==> config.mk <==
export PLATFORM = sky130hd
export DESIGN_NAME = pnr_main
export DESIGN_NICKNAME = d
export VERILOG_FILES = /design/src/rtl/pnr_pkg.sv /design/src/rtl/pnr_classifier.sv /design/src/rtl/pnr_main.sv
export SDC_FILE = /design/constraint.sdc
export NUM_CORES = 1
export LEC_CHECK = 0
export BUFFER_PORTS_ARGS = -buffer_cell sky130_fd_sc_hd__buf_2
export CAP_MARGIN = 30
export CORE_ASPECT_RATIO = 1.75
export CORE_MARGIN = 10
export CORE_UTILIZATION = 50
export CTS_CLUSTER_SIZE = 12
export DETAILED_ROUTE_END_ITERATION = 6
export GPL_ROUTABILITY_DRIVEN = 0
export PLACE_DENSITY = 0.75
export SLEW_MARGIN = 20
export SYNTH_ARGS = -nofsm -noshare
export SYNTH_HDL_FRONTEND = slang
export SYNTH_HIERARCHICAL = 1
export SYNTH_SLANG_ARGS = --single-unit
export TNS_END_PERCENT = 100
==> constraint.sdc <==
create_clock -name ADC_CLK -period 10.4 [get_ports ADC_CLK]
set_clock_uncertainty 0.15 [all_clocks]
set_input_delay 1.56 -clock ADC_CLK [delete_from_list [all_inputs] [get_ports ADC_CLK]]
set_output_delay 1.56 -clock ADC_CLK [all_outputs]
set_load 0.02 [all_outputs]
==> src/rtl/pnr_pkg.sv <==
// Shared widths, types and small helpers for the photon-number-resolving classifier.
package pnr_pkg;

  localparam int ADC_W  = 14;
  localparam int N_THR  = 8;
  localparam int CNT_W  = 32;
  localparam int PN_W   = 4;
  localparam int N_BINS = N_THR + 1;

  typedef logic [ADC_W-1:0] adc_t;
  typedef adc_t thr_arr_t [N_THR];
  typedef logic [CNT_W-1:0] cnt_t;

  // Counters stick at all-ones instead of wrapping.
  function automatic cnt_t sat_inc(input cnt_t v);
    return (v == '1) ? v : v + cnt_t'(1);
  endfunction

  function automatic logic [PN_W-1:0] popcount(input logic [N_THR-1:0] v);
    logic [PN_W-1:0] c;
    c = '0;
    for (int i = 0; i < N_THR; i++) begin
      c = c + {{(PN_W-1){1'b0}}, v[i]};
    end
    return c;
  endfunction

endpackage

==> src/rtl/pnr_classifier.sv <==
// Combinational threshold bank: peak vs. each threshold, then popcount to a photon number.
module pnr_classifier
  import pnr_pkg::*;
(
  input  adc_t                  peak,
  input  thr_arr_t              thr,
  output logic [N_THR-1:0]      thermo,
  output logic [PN_W-1:0]       photon_num
);

  // Thresholds need not be monotonic, so count set bits rather than find a boundary.
  generate
    for (genvar gi = 0; gi < N_THR; gi++) begin : gen_cmp
      assign thermo[gi] = (peak >= thr[gi]);
    end
  endgenerate

  assign photon_num = popcount(thermo);

endmodule

==> src/rtl/pnr_main.sv <==
// Windowed peak detector and photon-number histogrammer driven by trigger / delayed_trigger.
module pnr_main
  import pnr_pkg::*;
(
  input  logic                    ADC_CLK,
  input  logic                    rstn_i,
  input  logic                    trigger,
  input  logic                    delayed_trigger,
  input  logic [ADC_W-1:0]        pnr_source_sig,
  input  logic [ADC_W-1:0]        adc_photon_threshold_1,
  input  logic [ADC_W-1:0]        adc_photon_threshold_2,
  input  logic [ADC_W-1:0]        adc_photon_threshold_3,
  input  logic [ADC_W-1:0]        adc_photon_threshold_4,
  input  logic [ADC_W-1:0]        adc_photon_threshold_5,
  input  logic [ADC_W-1:0]        adc_photon_threshold_6,
  input  logic [ADC_W-1:0]        adc_photon_threshold_7,
  input  logic [ADC_W-1:0]        adc_photon_threshold_8,
  output logic [PN_W-1:0]         photon_num_o,
  output logic                    photon_valid_o,
  output logic [ADC_W-1:0]        peak_o,
  output logic [N_THR-1:0]        thermo_o,
  output logic                    window_active_o,
  output logic [N_BINS*CNT_W-1:0] hist_o,
  output logic [CNT_W-1:0]        event_cnt_o,
  output logic [CNT_W-1:0]        restart_cnt_o
);

  localparam logic [0:0] ST_IDLE   = 1'b0;
  localparam logic [0:0] ST_ACTIVE = 1'b1;

  logic [0:0]       state_reg;
  adc_t             peak_reg;
  adc_t             final_peak;
  thr_arr_t         thr;
  logic [N_THR-1:0] cls_thermo;
  logic [PN_W-1:0]  cls_num;
  logic             active;
  logic             complete;
  logic             restart;

  logic [PN_W-1:0]  photon_num_reg;
  logic             photon_valid_reg;
  adc_t             peak_out_reg;
  logic [N_THR-1:0] thermo_reg;
  cnt_t             event_cnt_reg;
  cnt_t             restart_cnt_reg;

  assign thr[0] = adc_photon_threshold_1;
  assign thr[1] = adc_photon_threshold_2;
  assign thr[2] = adc_photon_threshold_3;
  assign thr[3] = adc_photon_threshold_4;
  assign thr[4] = adc_photon_threshold_5;
  assign thr[5] = adc_photon_threshold_6;
  assign thr[6] = adc_photon_threshold_7;
  assign thr[7] = adc_photon_threshold_8;

  assign active   = (state_reg == ST_ACTIVE);
  assign complete = active && delayed_trigger;
  assign restart  = active && trigger && !delayed_trigger;

  // The closing-cycle sample still counts toward the window's peak.
  assign final_peak = (pnr_source_sig > peak_reg) ? pnr_source_sig : peak_reg;

  pnr_classifier u_classifier (
    .peak       (final_peak),
    .thr        (thr),
    .thermo     (cls_thermo),
    .photon_num (cls_num)
  );

  always_ff @(posedge ADC_CLK) begin
    if (!rstn_i) begin
      state_reg        <= ST_IDLE;
      peak_reg         <= '0;
      photon_num_reg   <= '0;
      photon_valid_reg <= 1'b0;
      peak_out_reg     <= '0;
      thermo_reg       <= '0;
      event_cnt_reg    <= '0;
      restart_cnt_reg  <= '0;
    end else begin
      photon_valid_reg <= 1'b0;
      // A trigger always (re)opens a window from the current sample, whatever else happens.
      if (trigger) begin
        state_reg <= ST_ACTIVE;
        peak_reg  <= pnr_source_sig;
      end else if (complete) begin
        state_reg <= ST_IDLE;
      end else if (active && (pnr_source_sig > peak_reg)) begin
        peak_reg <= pnr_source_sig;
      end

      if (complete) begin
        photon_num_reg   <= cls_num;
        peak_out_reg     <= final_peak;
        thermo_reg       <= cls_thermo;
        photon_valid_reg <= 1'b1;
        event_cnt_reg    <= sat_inc(event_cnt_reg);
      end

      if (restart) begin
        restart_cnt_reg <= sat_inc(restart_cnt_reg);
      end
    end
  end

  generate
    for (genvar gi = 0; gi < N_BINS; gi++) begin : gen_hist
      cnt_t bin_reg;
      always_ff @(posedge ADC_CLK) begin
        if (!rstn_i) begin
          bin_reg <= '0;
        end else if (complete && (cls_num == PN_W'(gi))) begin
          bin_reg <= sat_inc(bin_reg);
        end
      end
      assign hist_o[gi*CNT_W +: CNT_W] = bin_reg;
    end
  endgenerate

  assign photon_num_o    = photon_num_reg;
  assign photon_valid_o  = photon_valid_reg;
  assign peak_o          = peak_out_reg;
  assign thermo_o        = thermo_reg;
  assign window_active_o = active;
  assign event_cnt_o     = event_cnt_reg;
  assign restart_cnt_o   = restart_cnt_reg;

endmodule

==> flow_summary.toml <==
[synthesis]
postSynthAreaPerCell_um2 = 8.17
syn_area_mm2 = 0.0218
synth_edf_count = 0
ys_ff_latch = 394
synth_cell_types = 68
seq_area_frac_synth_pct = 36.1
yosysWarnings = 6
synthMuxAreaShare_pct = 1.55
synth_xor_area_share_pct = 10.3
synth_compound_area_share_pct = 9.22
synthAdderAreaFrac_pct = 8.39
async_reset_ff_share_pct = 0
yosys.area_share.simple_pct = 30.0
syn-num-nets = 2947
ys.flop_type = "dfxtp_1"
synthCells = 2673
synth_top_family_by_area = "simple AND/OR/NAND/NOR gates"

[sta]
grt_setup_unrepaired = "no"
period_share_pct = 89.0
hold_viol_final = 0
finalSetupTns_ps = 0
fin_crit_ps = 9250
setup_viol_count_final = 0
slew_violations = 0
slew_headroom_pct = 33.5
worst_slew_pin_slew_ps = 997
fmax_mhz = 108

[route]
drc = 0
viasPerCell = 5.89
ant_nets = 0
wirelength_um = 74900
drt_iter0_markers = 1474
vias = 22000
route.detailed.wl_per_inst_um = 20.0
firstDrtPassIters = 7

[pwr]
vdd_ir_drop_max_uv = 144
power.density_mw_per_mm2 = 137
leakagePower_nw = 11.3

[critical_path]
rr_worst_depth = 29
r2r_slack_ps = 1910
slowest_delay_ps = 590
crit_cells = 29
cp.buffers_inverters = 6
startpoint = "pnr_source_sig[3]"
critPathTopFamily = "adder cells"
cp.arrival_ps = 9480
end_kind = "register"
cp-start-kind = "input port"
critPathRequiredTime_ps = 10630
r2r_start = "peak_reg[5]"
rr_endpoint = "gen_hist[6].bin_reg[23]"
slowest_stage = "xnor2_1"
worstSetupPathType = "input port to register"
endpoint = "gen_hist[6].bin_reg[23]"
path_max_fanout = 8

[clocking]
cts.path.max_buffers = 3
holdBufCountCts = 0
cts_tree = "built"
postCtsSetupBuffers = 0
cts-root-buf = "clkbuf_16"
h-tree-depth = 2
cts_buffers = 40
clk_latency_ps = 550
numClockSinks = 394
clk_pin_slew_worst_paths_ps = 60
cts_resized = 0

[die]
rows = 101
fp.coreArea_mm2 = 0.0433
dieArea_mm2 = 0.0527
die_x_um = 178
io_pins = 510
start_util_pct = 50.4
die_h_um = 296

[global_routing]
grt_max_degree = 166
grt_pass1_vias = 21600
grt_antenna_before_repair = 0
overflow = 0
grt_pass1_wl_um = 115000
grt_usage_pct = 26.8

[finish]
largest_reg_flops = 288
n_antenna_cell = 0
final_util_pct = 60.3
nets = 3432
syn2layout_area_growth_pct = 19.7
final_common_cell = "buf_2"
final_cell_mix = "buf_2, dfxtp_1, nor2_1, nand2_1, inv_1"
drive_gt1_share_pct = 19.8

[status]
status = "finished clean"

[placement]
dp_hpwl_um = 58200
port_buffers = 509

[job]
cap_violations = 0

[hold_path]
min_path_type = "register to register"
-- through the flow --
stage | setup slack (ps) | instance area, µm² | cells | total power, W | hold slack, ps
after CTS | 1240 | 26100 | 3740 | 0.00360 | 306
final | 1150 | 26100 | 3741 | 0.00358 | 306
after global placement | 1020 | 24900 | 3680 | 0.00219 | 289
after floorplan | 1240 | 21800 | 2673 | 0.00197 | 298
after detailed placement | 693 | 24900 | 3681 | 0.00221 | 296
after global routing | 693 | 26100 | 3741 | 0.00373 | 323
-- worst min-delay path: cells and delay by family (launching register included) --
| family | cells | cell delay [ps] |
|---|---|---|
| and+or+nand+nor | 1 | 50 |
| DFF | 1 | 310 |
| AOI/OAI and AO/OA | 1 | 50 |
-- how the worst min path moves through the flow --
stage | startpoint | end | slack, ps | depth (start not counted)
6_report | photon_num_o[3] | photon_num_o[3] | 310 | 2
5_1_grt | thermo_o[7] | thermo_o[7] | 320 | 2
4_1_cts | photon_num_o[1] | photon_num_o[1] | 310 | 2
3_5_place_dp | photon_num_o[1] | photon_num_o[1] | 300 | 2
3_3_place_gp | thermo_o[4] | thermo_o[4] | 290 | 2
2_1_floorplan | peak_reg[10] | peak_reg[10] | 300 | 2
-- where the power goes --
part           internal [W]  total [W]  switching, W
clock              0.000789    0.00139      0.000600
combinational      0.000219   0.000640      0.000421
sequential          0.00153    0.00155     0.0000194
-- cell usage after synthesis (18+ instances only) --
cell	count	area share, %
and4_1	54	2.2
a21oi_1	127	2.9
inv_1	167	2.9
o21ai_0	91	2.1
xnor2_1	121	4.9
or3_1	62	1.8
dfxtp_1	394	36
nor4_1	45	1.3
nor3_1	68	1.6
nand2_1	240	4.1
and2_1	31	0.89
nand3_1	157	3.6
clkbuf_1	81	1.4
xor2_1	135	5.4
ha_1	140	8.0
nand4_1	157	4.5
mux2i_1	18	0.83
and3_1	56	1.6
nor2_1	319	5.5
-- metal layers --
layer | wire length (µm) | GRT usage [%] | share of wire, %
met4 | 5740 | 19.1 | 7.7
met1 | 25900 | 26.7 | 35
met2 | 37300 | 47.7 | 50
met3 | 6010 | 6.33 | 8.0
met5 | 0 | 0 | 0
-- cells by family (layout without fill, tap and decap cells) --
family,count (synthesis),in the layout
and+or+nand+nor,1267,1267
DFF,394,394
AOI/OAI and AO/OA,326,326
xor gates and xnor gates,256,256
buffers and inverters,254,756
adders and majority gates,144,144
muxes,32,32
-- layout make-up --
type                    instances  area (µm²)
clock buffers                  56        1150
clock inverters                 3        51.3
fillers                      3767       17200
inverters                     167         634
multi-input cells            2025       13000
flip-flops and latches        394        7890
well taps                     566         708
repair buffers                530        2700
Note: power is estimated with default switching activity, not from simulation.
